===== src/rtl/matrix_scan_capture_pkg.sv =====
`default_nettype none
// +--------------------------------------------------------------------------+
// | Module   : matrix_scan_capture_pkg                                       |
// | Purpose  : Shared types and sizes for the 8x8 matrix scan capture block. |
// |            Holds the FSM state enum, the matrix geometry and the         |
// |            per-colour row-data type.                                     |
// | Ports    : none (package)                                                |
// | Revision : 1.0  initial release                                          |
// +--------------------------------------------------------------------------+
package matrix_scan_capture_pkg;

    localparam int ROWS = 8;
    localparam int COLS = 8;

    // HUNT waits for a row-0 capture; COLLECT tracks the expected next row.
    typedef enum logic [0:0] {
        HUNT    = 1'b0,
        COLLECT = 1'b1
    } state_t;

    // One colour plane of one matrix row; bit set means the pixel is lit.
    typedef logic [COLS-1:0] row_t;

endpackage : matrix_scan_capture_pkg
`default_nettype wire


===== src/rtl/matrix_scan_capture_sync2.sv =====
`default_nettype none
// +--------------------------------------------------------------------------+
// | Module   : sync2                                                         |
// | Purpose  : Two-flop synchronizer for a bus of WIDTH independent bits.    |
// | Ports    : CLK   - capture clock                                         |
// |            rst_n - asynchronous active-low reset, clears both stages     |
// |            i_d   - asynchronous input bus                                |
// |            o_q   - synchronized output bus (two CLK cycles of latency)   |
// | Revision : 1.0  initial release                                          |
// +--------------------------------------------------------------------------+
module sync2 #(
    parameter int WIDTH = 1
) (
    input  logic             CLK,
    input  logic             rst_n,
    input  logic [WIDTH-1:0] i_d,
    output logic [WIDTH-1:0] o_q
);

    logic [WIDTH-1:0] r_meta;
    logic [WIDTH-1:0] r_sync;

    always_ff @(posedge CLK or negedge rst_n) begin
        if (!rst_n) begin
            r_meta <= '0;
            r_sync <= '0;
        end else begin
            r_meta <= i_d;
            r_sync <= r_meta;
        end
    end

    assign o_q = r_sync;

endmodule : sync2
`default_nettype wire


===== src/rtl/matrix_scan_capture.sv =====
`default_nettype none
// +--------------------------------------------------------------------------+
// | Module   : matrix_scan_capture                                           |
// | Purpose  : Captures frames from an 8x8 RGB matrix scanner. Each row is   |
// |            sampled once after its select has been stable for SETTLE      |
// |            cycles; an in-order 0..7 sequence is committed to a display   |
// |            buffer readable through a registered read port.               |
// | Ports    : CLK, rst_n          - clock, async active-low reset           |
// |            COMM                - scanner row select                      |
// |            DATA_R/G/B          - scanner column data, 0 = lit            |
// |            rd_row              - display read address                    |
// |            rd_r/rd_g/rd_b      - display row (1 = lit), 1-cycle latency  |
// |            frame_valid         - pulse per committed frame               |
// |            frame_err           - pulse on a broken scan sequence         |
// |            frame_cnt           - committed frame count (wraps)           |
// | Revision : 1.0  initial release                                          |
// +--------------------------------------------------------------------------+
module matrix_scan_capture
    import matrix_scan_capture_pkg::*;
#(
    parameter int SETTLE = 4
) (
    input  logic        CLK,
    input  logic        rst_n,
    input  logic [2:0]  COMM,
    input  logic [7:0]  DATA_R,
    input  logic [7:0]  DATA_G,
    input  logic [7:0]  DATA_B,
    input  logic [2:0]  rd_row,
    output logic [7:0]  rd_r,
    output logic [7:0]  rd_g,
    output logic [7:0]  rd_b,
    output logic        frame_valid,
    output logic        frame_err,
    output logic [15:0] frame_cnt
);

    localparam logic [7:0] c_SETTLE    = 8'(SETTLE);
    localparam logic [7:0] c_SETTLE_M1 = 8'(SETTLE - 1);
    localparam logic [2:0] c_LAST_ROW  = 3'(ROWS - 1);

    logic [2:0]  w_comm_s;
    logic [23:0] w_data_s;
    row_t        w_lit_r, w_lit_g, w_lit_b;
    logic [7:0]  w_stab_next;
    logic        w_capture;

    logic [2:0]  r_comm_prev;
    logic [7:0]  r_stab;
    row_t        r_shadow_r [ROWS];
    row_t        r_shadow_g [ROWS];
    row_t        r_shadow_b [ROWS];
    row_t        r_disp_r   [ROWS];
    row_t        r_disp_g   [ROWS];
    row_t        r_disp_b   [ROWS];
    state_t      r_state;
    logic [2:0]  r_exp;
    logic        r_frame_valid;
    logic        r_frame_err;
    logic [15:0] r_frame_cnt;
    row_t        r_rd_r, r_rd_g, r_rd_b;

    sync2 #(.WIDTH(3)) u_sync_comm (
        .CLK   (CLK),
        .rst_n (rst_n),
        .i_d   (COMM),
        .o_q   (w_comm_s)
    );

    sync2 #(.WIDTH(24)) u_sync_data (
        .CLK   (CLK),
        .rst_n (rst_n),
        .i_d   ({DATA_R, DATA_G, DATA_B}),
        .o_q   (w_data_s)
    );

    // Scanner drives active-low columns; store active-high.
    assign w_lit_r = ~w_data_s[23:16];
    assign w_lit_g = ~w_data_s[15:8];
    assign w_lit_b = ~w_data_s[7:0];

    always_comb begin
        w_stab_next = r_stab;
        if (w_comm_s != r_comm_prev) begin
            w_stab_next = '0;
        end else if (r_stab != c_SETTLE) begin
            w_stab_next = r_stab + 8'd1;
        end
    end

    // Capture on the edge that loads SETTLE-1 into the counter. The second
    // term keeps SETTLE=1 (where SETTLE-1 is the reset value) to one capture
    // per dwell: only the change cycle qualifies, not a counter still at 0.
    assign w_capture = (w_stab_next == c_SETTLE_M1) &&
                       ((w_comm_s != r_comm_prev) || (r_stab != c_SETTLE_M1));

    always_ff @(posedge CLK or negedge rst_n) begin
        if (!rst_n) begin
            r_comm_prev <= '0;
            r_stab      <= '0;
        end else begin
            r_comm_prev <= w_comm_s;
            r_stab      <= w_stab_next;
        end
    end

    always_ff @(posedge CLK or negedge rst_n) begin
        if (!rst_n) begin
            for (int i = 0; i < ROWS; i++) begin
                r_shadow_r[i] <= '0;
                r_shadow_g[i] <= '0;
                r_shadow_b[i] <= '0;
            end
        end else if (w_capture) begin
            r_shadow_r[w_comm_s] <= w_lit_r;
            r_shadow_g[w_comm_s] <= w_lit_g;
            r_shadow_b[w_comm_s] <= w_lit_b;
        end
    end

    always_ff @(posedge CLK or negedge rst_n) begin
        if (!rst_n) begin
            r_state       <= HUNT;
            r_exp         <= '0;
            r_frame_valid <= 1'b0;
            r_frame_err   <= 1'b0;
            r_frame_cnt   <= '0;
            for (int i = 0; i < ROWS; i++) begin
                r_disp_r[i] <= '0;
                r_disp_g[i] <= '0;
                r_disp_b[i] <= '0;
            end
        end else begin
            r_frame_valid <= 1'b0;
            r_frame_err   <= 1'b0;
            if (w_capture) begin
                case (r_state)
                    HUNT: begin
                        if (w_comm_s == 3'd0) begin
                            r_state <= COLLECT;
                            r_exp   <= 3'd1;
                        end
                    end
                    COLLECT: begin
                        if (w_comm_s == r_exp) begin
                            r_exp <= r_exp + 3'd1;
                            if (r_exp == c_LAST_ROW) begin
                                // Row 7 lands in shadow on this same edge, so
                                // it is forwarded straight from the capture.
                                for (int i = 0; i < ROWS; i++) begin
                                    if (i == ROWS - 1) begin
                                        r_disp_r[i] <= w_lit_r;
                                        r_disp_g[i] <= w_lit_g;
                                        r_disp_b[i] <= w_lit_b;
                                    end else begin
                                        r_disp_r[i] <= r_shadow_r[i];
                                        r_disp_g[i] <= r_shadow_g[i];
                                        r_disp_b[i] <= r_shadow_b[i];
                                    end
                                end
                                r_frame_valid <= 1'b1;
                                r_frame_cnt   <= r_frame_cnt + 16'd1;
                            end
                        end else begin
                            r_frame_err <= 1'b1;
                            if (w_comm_s == 3'd0) begin
                                r_exp <= 3'd1;
                            end else begin
                                r_state <= HUNT;
                                r_exp   <= 3'd0;
                            end
                        end
                    end
                    default: begin
                        r_state <= HUNT;
                        r_exp   <= 3'd0;
                    end
                endcase
            end
        end
    end

    // Reads sample the display before any commit on the same edge.
    always_ff @(posedge CLK or negedge rst_n) begin
        if (!rst_n) begin
            r_rd_r <= '0;
            r_rd_g <= '0;
            r_rd_b <= '0;
        end else begin
            r_rd_r <= r_disp_r[rd_row];
            r_rd_g <= r_disp_g[rd_row];
            r_rd_b <= r_disp_b[rd_row];
        end
    end

    assign rd_r        = r_rd_r;
    assign rd_g        = r_rd_g;
    assign rd_b        = r_rd_b;
    assign frame_valid = r_frame_valid;
    assign frame_err   = r_frame_err;
    assign frame_cnt   = r_frame_cnt;

endmodule : matrix_scan_capture
`default_nettype wire


===== config.mk =====
export PLATFORM = sky130hd
export DESIGN_NAME = matrix_scan_capture
export DESIGN_NICKNAME = d
export VERILOG_FILES = /design/src/rtl/matrix_scan_capture_pkg.sv /design/src/rtl/matrix_scan_capture_sync2.sv /design/src/rtl/matrix_scan_capture.sv
export SDC_FILE = /design/constraint.sdc
export NUM_CORES = 1
export LEC_CHECK = 0
export ABC_AREA = 1
export CAP_MARGIN = 20
export CORE_ASPECT_RATIO = 2
export CORE_MARGIN = 1
export CORE_UTILIZATION = 55
export CTS_CLUSTER_SIZE = 20
export DETAILED_ROUTE_END_ITERATION = 6
export PLACE_DENSITY = 0.81
export SKIP_CTS_REPAIR_TIMING = 1
export SYNTH_ARGS = -nofsm -noshare
export SYNTH_HDL_FRONTEND = slang
export SYNTH_SLANG_ARGS = --single-unit

===== constraint.sdc =====
create_clock -name CLK -period 6.4 [get_ports CLK]
set_clock_uncertainty 0.2 [all_clocks]
set_input_delay 1.92 -clock CLK [delete_from_list [all_inputs] [get_ports CLK]]
set_output_delay 1.92 -clock CLK [all_outputs]
set_load 0.02 [all_outputs]

## Word level (Yosys, flattened, before mapping)

Index checks and enable logic that the tools add are counted.

- Register bits after elaboration: 495
- Bits of input ports: 32
- Output and inout port bits: 42
- Word-level logic and storage cells: 117

- $add $sub $neg: 3
- Order comparisons: 3
- Equality and inequality tests: 7
- Muxes and demuxes: 30
- Bitwise gates (word level): 6
- Reductions and logical operators: 6

Operator list:

| kind | number |
|---|---|
| bitwise mux 64 bit | 3 |
| binary-select mux 8 bit (select 3 bit) | 3 |
| 2-to-1 mux 8 bit | 9 |
| demux 8 bit (select 3 bit) | 1 |
| inverter 8 bit | 3 |
| adder 16 x 1 -> 16 bit (second input constant) | 1 |
| 2-to-1 mux 1 bit | 10 |
| adder 8 x 1 -> 8 bit (second input constant) | 1 |
| equality test 8 x 2 -> 1 bit (second input constant) | 1 |
| greater-or-equal comparator 4 bit (second input constant) | 2 |
| != test 8 x 2 -> 1 bit (second input constant) | 1 |
| != test 8 x 3 -> 1 bit (second input constant) | 1 |
| inverter 3 -> 4 bit | 2 |
| 2-to-1 mux 3 bit | 2 |
| case mux 3 bit (2 select lines) | 1 |
| < comparator 4 x 1 -> 1 bit (second input constant) | 1 |
| AND reduction 4 bit | 1 |
| adder 3 x 1 -> 3 bit (second input constant) | 1 |
| equality test 3 bit | 1 |
| equality test 3 bit (second input constant) | 1 |
| zero test 3 bit | 1 |
| != test 3 bit | 1 |
| logical AND 1 bit | 2 |
| != test 2 bit (second input constant) | 1 |
| 4 further kinds | 4 |

## Logic depth before layout (Yosys ltp)

- Depth after elaboration: 6
- Gate-level depth with buffers: 15
- Mapped depth without buffers: 12

## Hierarchy

Synthesis repeated with hierarchy kept, for this count alone.

- Cells, all modules: 2326
- Area total of the unflattened synthesis: 20060.5 um2

Modules (own cells, without submodules):

| module | times used | cells each | area each (um2) |
|---|---|---|---|
| matrix_scan_capture | 1 | 2272 | 18709.2 |
| sync2 at u_sync_data | 1 | 48 | 1201.2 |
| sync2 at u_sync_comm | 1 | 6 | 150.1 |

## Worst setup path after synthesis

No wires, ideal clock.

- Path kind: in2reg
- Start point: input port rd_row[0]
- End point: register r_rd_b[0], in the netlist rd_b[0]
- Data arrival time: 3.094 ns
- Slack: 3.024 ns
- Stages on the path: 8
- Cell sequence: clkbuf_1 -> inv_1 -> clkbuf_1 -> clkbuf_1 -> nor2_1 -> o22ai_1 -> nor2_1 -> a31oi_1

- Longest elaborated chain between the ends: 4

Ends and longest elaborated chain:

| element | RTL line | text |
|---|---|---|
| start: declaration | matrix_scan_capture.sv:29 | `input logic [2:0] rd_row,` |
| inverter 3 -> 4 bit (not written as such) | matrix_scan_capture.sv:192 | `r_rd_b <= r_disp_b[rd_row];` |
| binary-select mux 8 bit (select 3 bit) | matrix_scan_capture.sv:192 |  |
| 2-to-1 mux 8 bit (not written as such) (2 in a row) | matrix_scan_capture.sv:192 |  |
| end signal: assignment | matrix_scan_capture.sv:192 |  |
| end: declaration | matrix_scan_capture.sv:61 | `row_t r_rd_r, r_rd_g, r_rd_b;` |

No other way between the ends. The select of a mux whose other input is x is not followed.
A chain may end at the register's enable or synchronous reset.

## Worst setup path in the final report

- Start point: register u_sync_comm.r_sync[0], in the netlist u_sync_comm.o_q[0]
- End point: register r_disp_b[29] (netlist name)

- Longest elaborated chain between the ends: 5

Ends and longest elaborated chain:

| element | RTL line | text |
|---|---|---|
| start: declaration | matrix_scan_capture_sync2.sv:21 | `logic [WIDTH-1:0] r_sync;` |
| start signal: assignment | matrix_scan_capture_sync2.sv:29 | `r_sync <= r_meta;` |
| != test 3 bit | matrix_scan_capture.sv:84, matrix_scan_capture.sv:95 |  |
| 2-to-1 mux 8 bit | matrix_scan_capture.sv:84 | `if (w_comm_s != r_comm_prev) begin` |
| equality test 8 x 2 -> 1 bit | matrix_scan_capture.sv:94 | `assign w_capture = (w_stab_next == c_SETTLE_M1) &&` |
| logical AND 1 bit | matrix_scan_capture.sv:94 |  |
| AND reduction 4 bit (no source line) (*) | -- |  |
| end signal: indexed assignment | matrix_scan_capture.sv:154 | `r_disp_b[i] <= w_lit_b;` |
| end signal: indexed assignment | matrix_scan_capture.sv:158 | `r_disp_b[i] <= r_shadow_b[i];` |
| end: declaration | matrix_scan_capture.sv:55 | `row_t r_disp_b [ROWS];` |

Mark *: on every way between the ends. The rest lies on a longest branch, timed or not.

==> impl_metrics.py <==
metrics = {
    "clocking": {
        "cts_max_path_buffers": 3,
        "clock-sinks": 471,
        "cts-root-buf": "clkbuf_16",
        "cts_tree": "done",
        "clkLatencyLatePin_ps": 570,
        "clkSlewWorstSetupHoldPaths_ps": 70,
        "h-tree-depth": 2,
        "cts_buffers": 41,
    },
    "flow_run": {
        "maxCapViolations": 0,
    },
    "outcome": {
        "status": "completed",
    },
    "placed_design": {
        "dp_hpwl_um": 27630,
        "portBuffers": 73,
        "placedCellCount": 2681,
        "finalWeightedCongestion": 0.8840,
    },
    "floorplan": {
        "num_rows": 98,
        "io_pins": 74,
        "initial_core_util_pct": 56.01,
        "core-area_um2": 35800,
        "die_area_um2": 37270,
        "fp.dieW_um": 137.0,
        "die_y_um": 272.0,
    },
    "detailed_routing": {
        "drc": 0,
        "routed_wl_um": 51450,
        "drt_first_pass_iters": 6,
        "vias": 16450,
        "viasPerCell": 5.969,
        "wl_per_cell_um": 18.67,
        "ant_nets": 0,
        "drt_iter0_markers": 1965,
    },
    "yosys": {
        "async_reset_ff_share_pct": 100.0,
        "ys_ff_latch": 471,
        "synthSimpleGateAreaFrac_pct": 30.69,
        "synth_mux_area_share_pct": 0,
        "synthAdderAreaFrac_pct": 0.3120,
        "synth_compound_area_share_pct": 4.118,
        "synth_top_family_by_area": "simple AND/OR/NAND/NOR gates",
        "syn_area_per_cell_um2": 8.677,
        "netlist_instances": 2311,
        "yosysSeqAreaShare_pct": 58.78,
        "syn_nets": 2348,
        "ys_types": 27,
        "ys.flop_type": "dfrtp_1",
        "synthesis.area_um2": 20050,
        "synth_edf_count": 0,
        "synth-xor-area-share_pct": 0.8735,
        "yosysWarnings": 0,
    },
    "timing": {
        "hold_viol": 0,
        "drv_slew": 0,
        "setup-tns-final_ps": 0,
        "relSlewSlack_pct": 15.33,
        "setup_viol": 0,
        "period_minus_slack_ps": 3811,
        "rsz0062_at_grt": "false",
        "tightest_slew_ps": 1270,
        "finalCritPeriodShare_pct": 59.55,
        "max_freq_ghz": 0.2624,
    },
    "layout": {
        "utilization_pct": 61.87,
        "final_cells": 2755,
        "area_growth_pct": 10.47,
        "layout-drive-gt1-share_pct": 5.119,
        "nFillCells": 2940,
        "nets": 2311,
        "antenna_cells": 0,
    },
    "worst_hold_path": {
        "hp-class": "reg2reg",
        "hp-start": "u_sync_data.r_meta[19]",
    },
    "worst_setup_path": {
        "startpoint": "u_sync_comm.o_q[0]",
        "critPathRequiredTime_ps": 6690,
        "critPathKind": "reg2reg",
        "crit_fanout": 78,
        "crit_path_end_kind": "flip-flop",
        "r2r_slack_ps": 2590,
        "cp-start-kind": "flip-flop",
        "r2r_start": "u_sync_comm.o_q[0]",
        "cp.arrival_ps": 4100,
    },
    "global_route": {
        "grt_max_degree": 229,
        "grt_overflow_total": 0,
        "grt_pass1_vias": 16190,
        "grt_antenna_before_repair": 0,
        "track_usage_pct": 28.61,
        "grt_pass1_wl_um": 83100,
    },
    "power_and_ir_drop": {
        "power.leakage_nw": 11.66,
        "vdd_ir_drop_max_v": 0.0002345,
        "p_total_mw": 5.842,
        "p_per_area_nw_per_um2": 263.7,
    },
}
through the flow:
| stage | instance area [um2] | setup slack [ps] | hold WS [ps] |
|---|---|---|---|
| 6_report | 22150 | 2589 | 147.9 |
| 5_1_grt | 22150 | 2330 | 154.3 |
| 4_1_cts | 22150 | 2603 | 149.0 |
| 3_5_place_dp | 20800 | 2196 | 134.7 |
| 3_3_place_gp | 20800 | 2331 | 132.5 |
| 2_1_floorplan | 20050 | 3024 | 131.2 |
metal layers:
layer  global-route usage [%]  vias to the layer above  wire length (um)
li1                         -                     7509                 -
met1                    35.65                     8062             19240
met2                    48.30                      709             26650
met3                    3.518                      165              3060
met4                    14.95                        0              2500
met5                        0                        -                 0
report_power, final:
group | switching, mW | total [mW] | internal, mW
sequential | 0.0240 | 3.04 | 3.01
clock | 1.12 | 2.51 | 1.40
combinational | 0.205 | 0.290 | 0.0845
path summary, 6_finish.rpt:
check / to / cells past startpoint
max: r_disp_b[29] / 12
min: u_sync_data.o_q[19] / 0
max reg2reg: r_disp_b[29] / 12
min reg2reg: u_sync_data.o_q[19] / 0
max in group asynchronous: rd_g[4] / 2
min in group asynchronous: r_exp[1] / 1
cell usage after synthesis (3+ instances only):
library cell / instances / area [um2]
nor3_1: 7 / 35.03
nand2_1: 832 / 3123
dfrtp_1: 471 / 11790
xnor2_1: 10 / 87.58
a31oi_1: 24 / 150.1
nor2_1: 200 / 750.7
inv_2: 4 / 15.01
o21ai_0: 99 / 495.5
o21ai_1: 5 / 25.02
xor2_1: 10 / 87.58
nand4_1: 213 / 1333
ha_1: 5 / 62.56
nand2_2: 7 / 43.79
buf_1: 18 / 67.56
buf_4: 3 / 22.52
inv_1: 56 / 210.2
buf_2: 62 / 310.3
buf_6: 10 / 112.6
o22ai_1: 24 / 150.1
nand3_1: 159 / 795.8
clkbuf_1: 83 / 311.6
cells by family after synthesis:
logic type / count (synthesis)
simple gates: 1426
fa+ha+maj: 5
buf+inv: 236
flops: 471
xor+xnor: 20
compound gates: 153
area by class of cell:
cell class	count	area [um2]	share of cell area, %
flip-flops and latches	471	11790	53.22
clock buffers	57	1156	5.219
inverters	60	225.2	1.017
repair buffers	96	973.4	4.394
multi-input cells	1604	7246	32.71
well taps	450	563.0	2.542
clock inverters	17	198.9	0.8981
state kept, by name (all words and copies together), names as in the netlist, 8 cells and up:
signal	count
rd_g	8
rd_b	8
r_stab	8
frame_cnt	16
r_shadow_g	56
r_disp_b	64
r_shadow_r	56
r_shadow_b	56
r_disp_g	64
u_sync_data.o_q	24
u_sync_data.r_meta	24
r_disp_r	64
rd_r	8
worst max-delay path, stage by stage, from the launching register on:
cell and delay, ps:
dfrtp_1 550, inv_2 120, nand2_1 80, nand2_1 90, nand3_2 120, inv_2 80, nand2_1 140, nand3_2 150
nor2_4 730, buf_4 440, buf_4 670, nand4_1 170, nand2_1 120
cells in the final DEF, fill, tap and decap left out, types with 2 or more instances in the layout:
master,netlist,final
o21ai_0,99,99
nor2_2,0,6
o22ai_1,24,24
buf_2,62,2
clkbuf_1,83,9
clkinv_2,0,7
clkbuf_8,0,7
clkbuf_16,0,41
buf_12,0,6
bufinv_16,0,3
nor3_1,7,7
clkdlybuf4s50_1,0,70
nand2_1,832,832
clkinv_8,0,2
nand4_1,213,213
o21ai_1,5,5
clkinvlp_4,0,2
clkinv_4,0,2
buf_4,3,17
ha_1,5,5
a31oi_1,24,24
or2_2,2,2
nand3_2,2,2
nand2_2,7,7
xnor2_1,10,10
inv_2,4,5
dfrtp_1,471,470
xor2_1,10,10
nor2_1,200,193
nor2_4,2,3
inv_1,56,55
nand3_1,159,159
No activity file was read; power rests on OpenSTA's default activity.
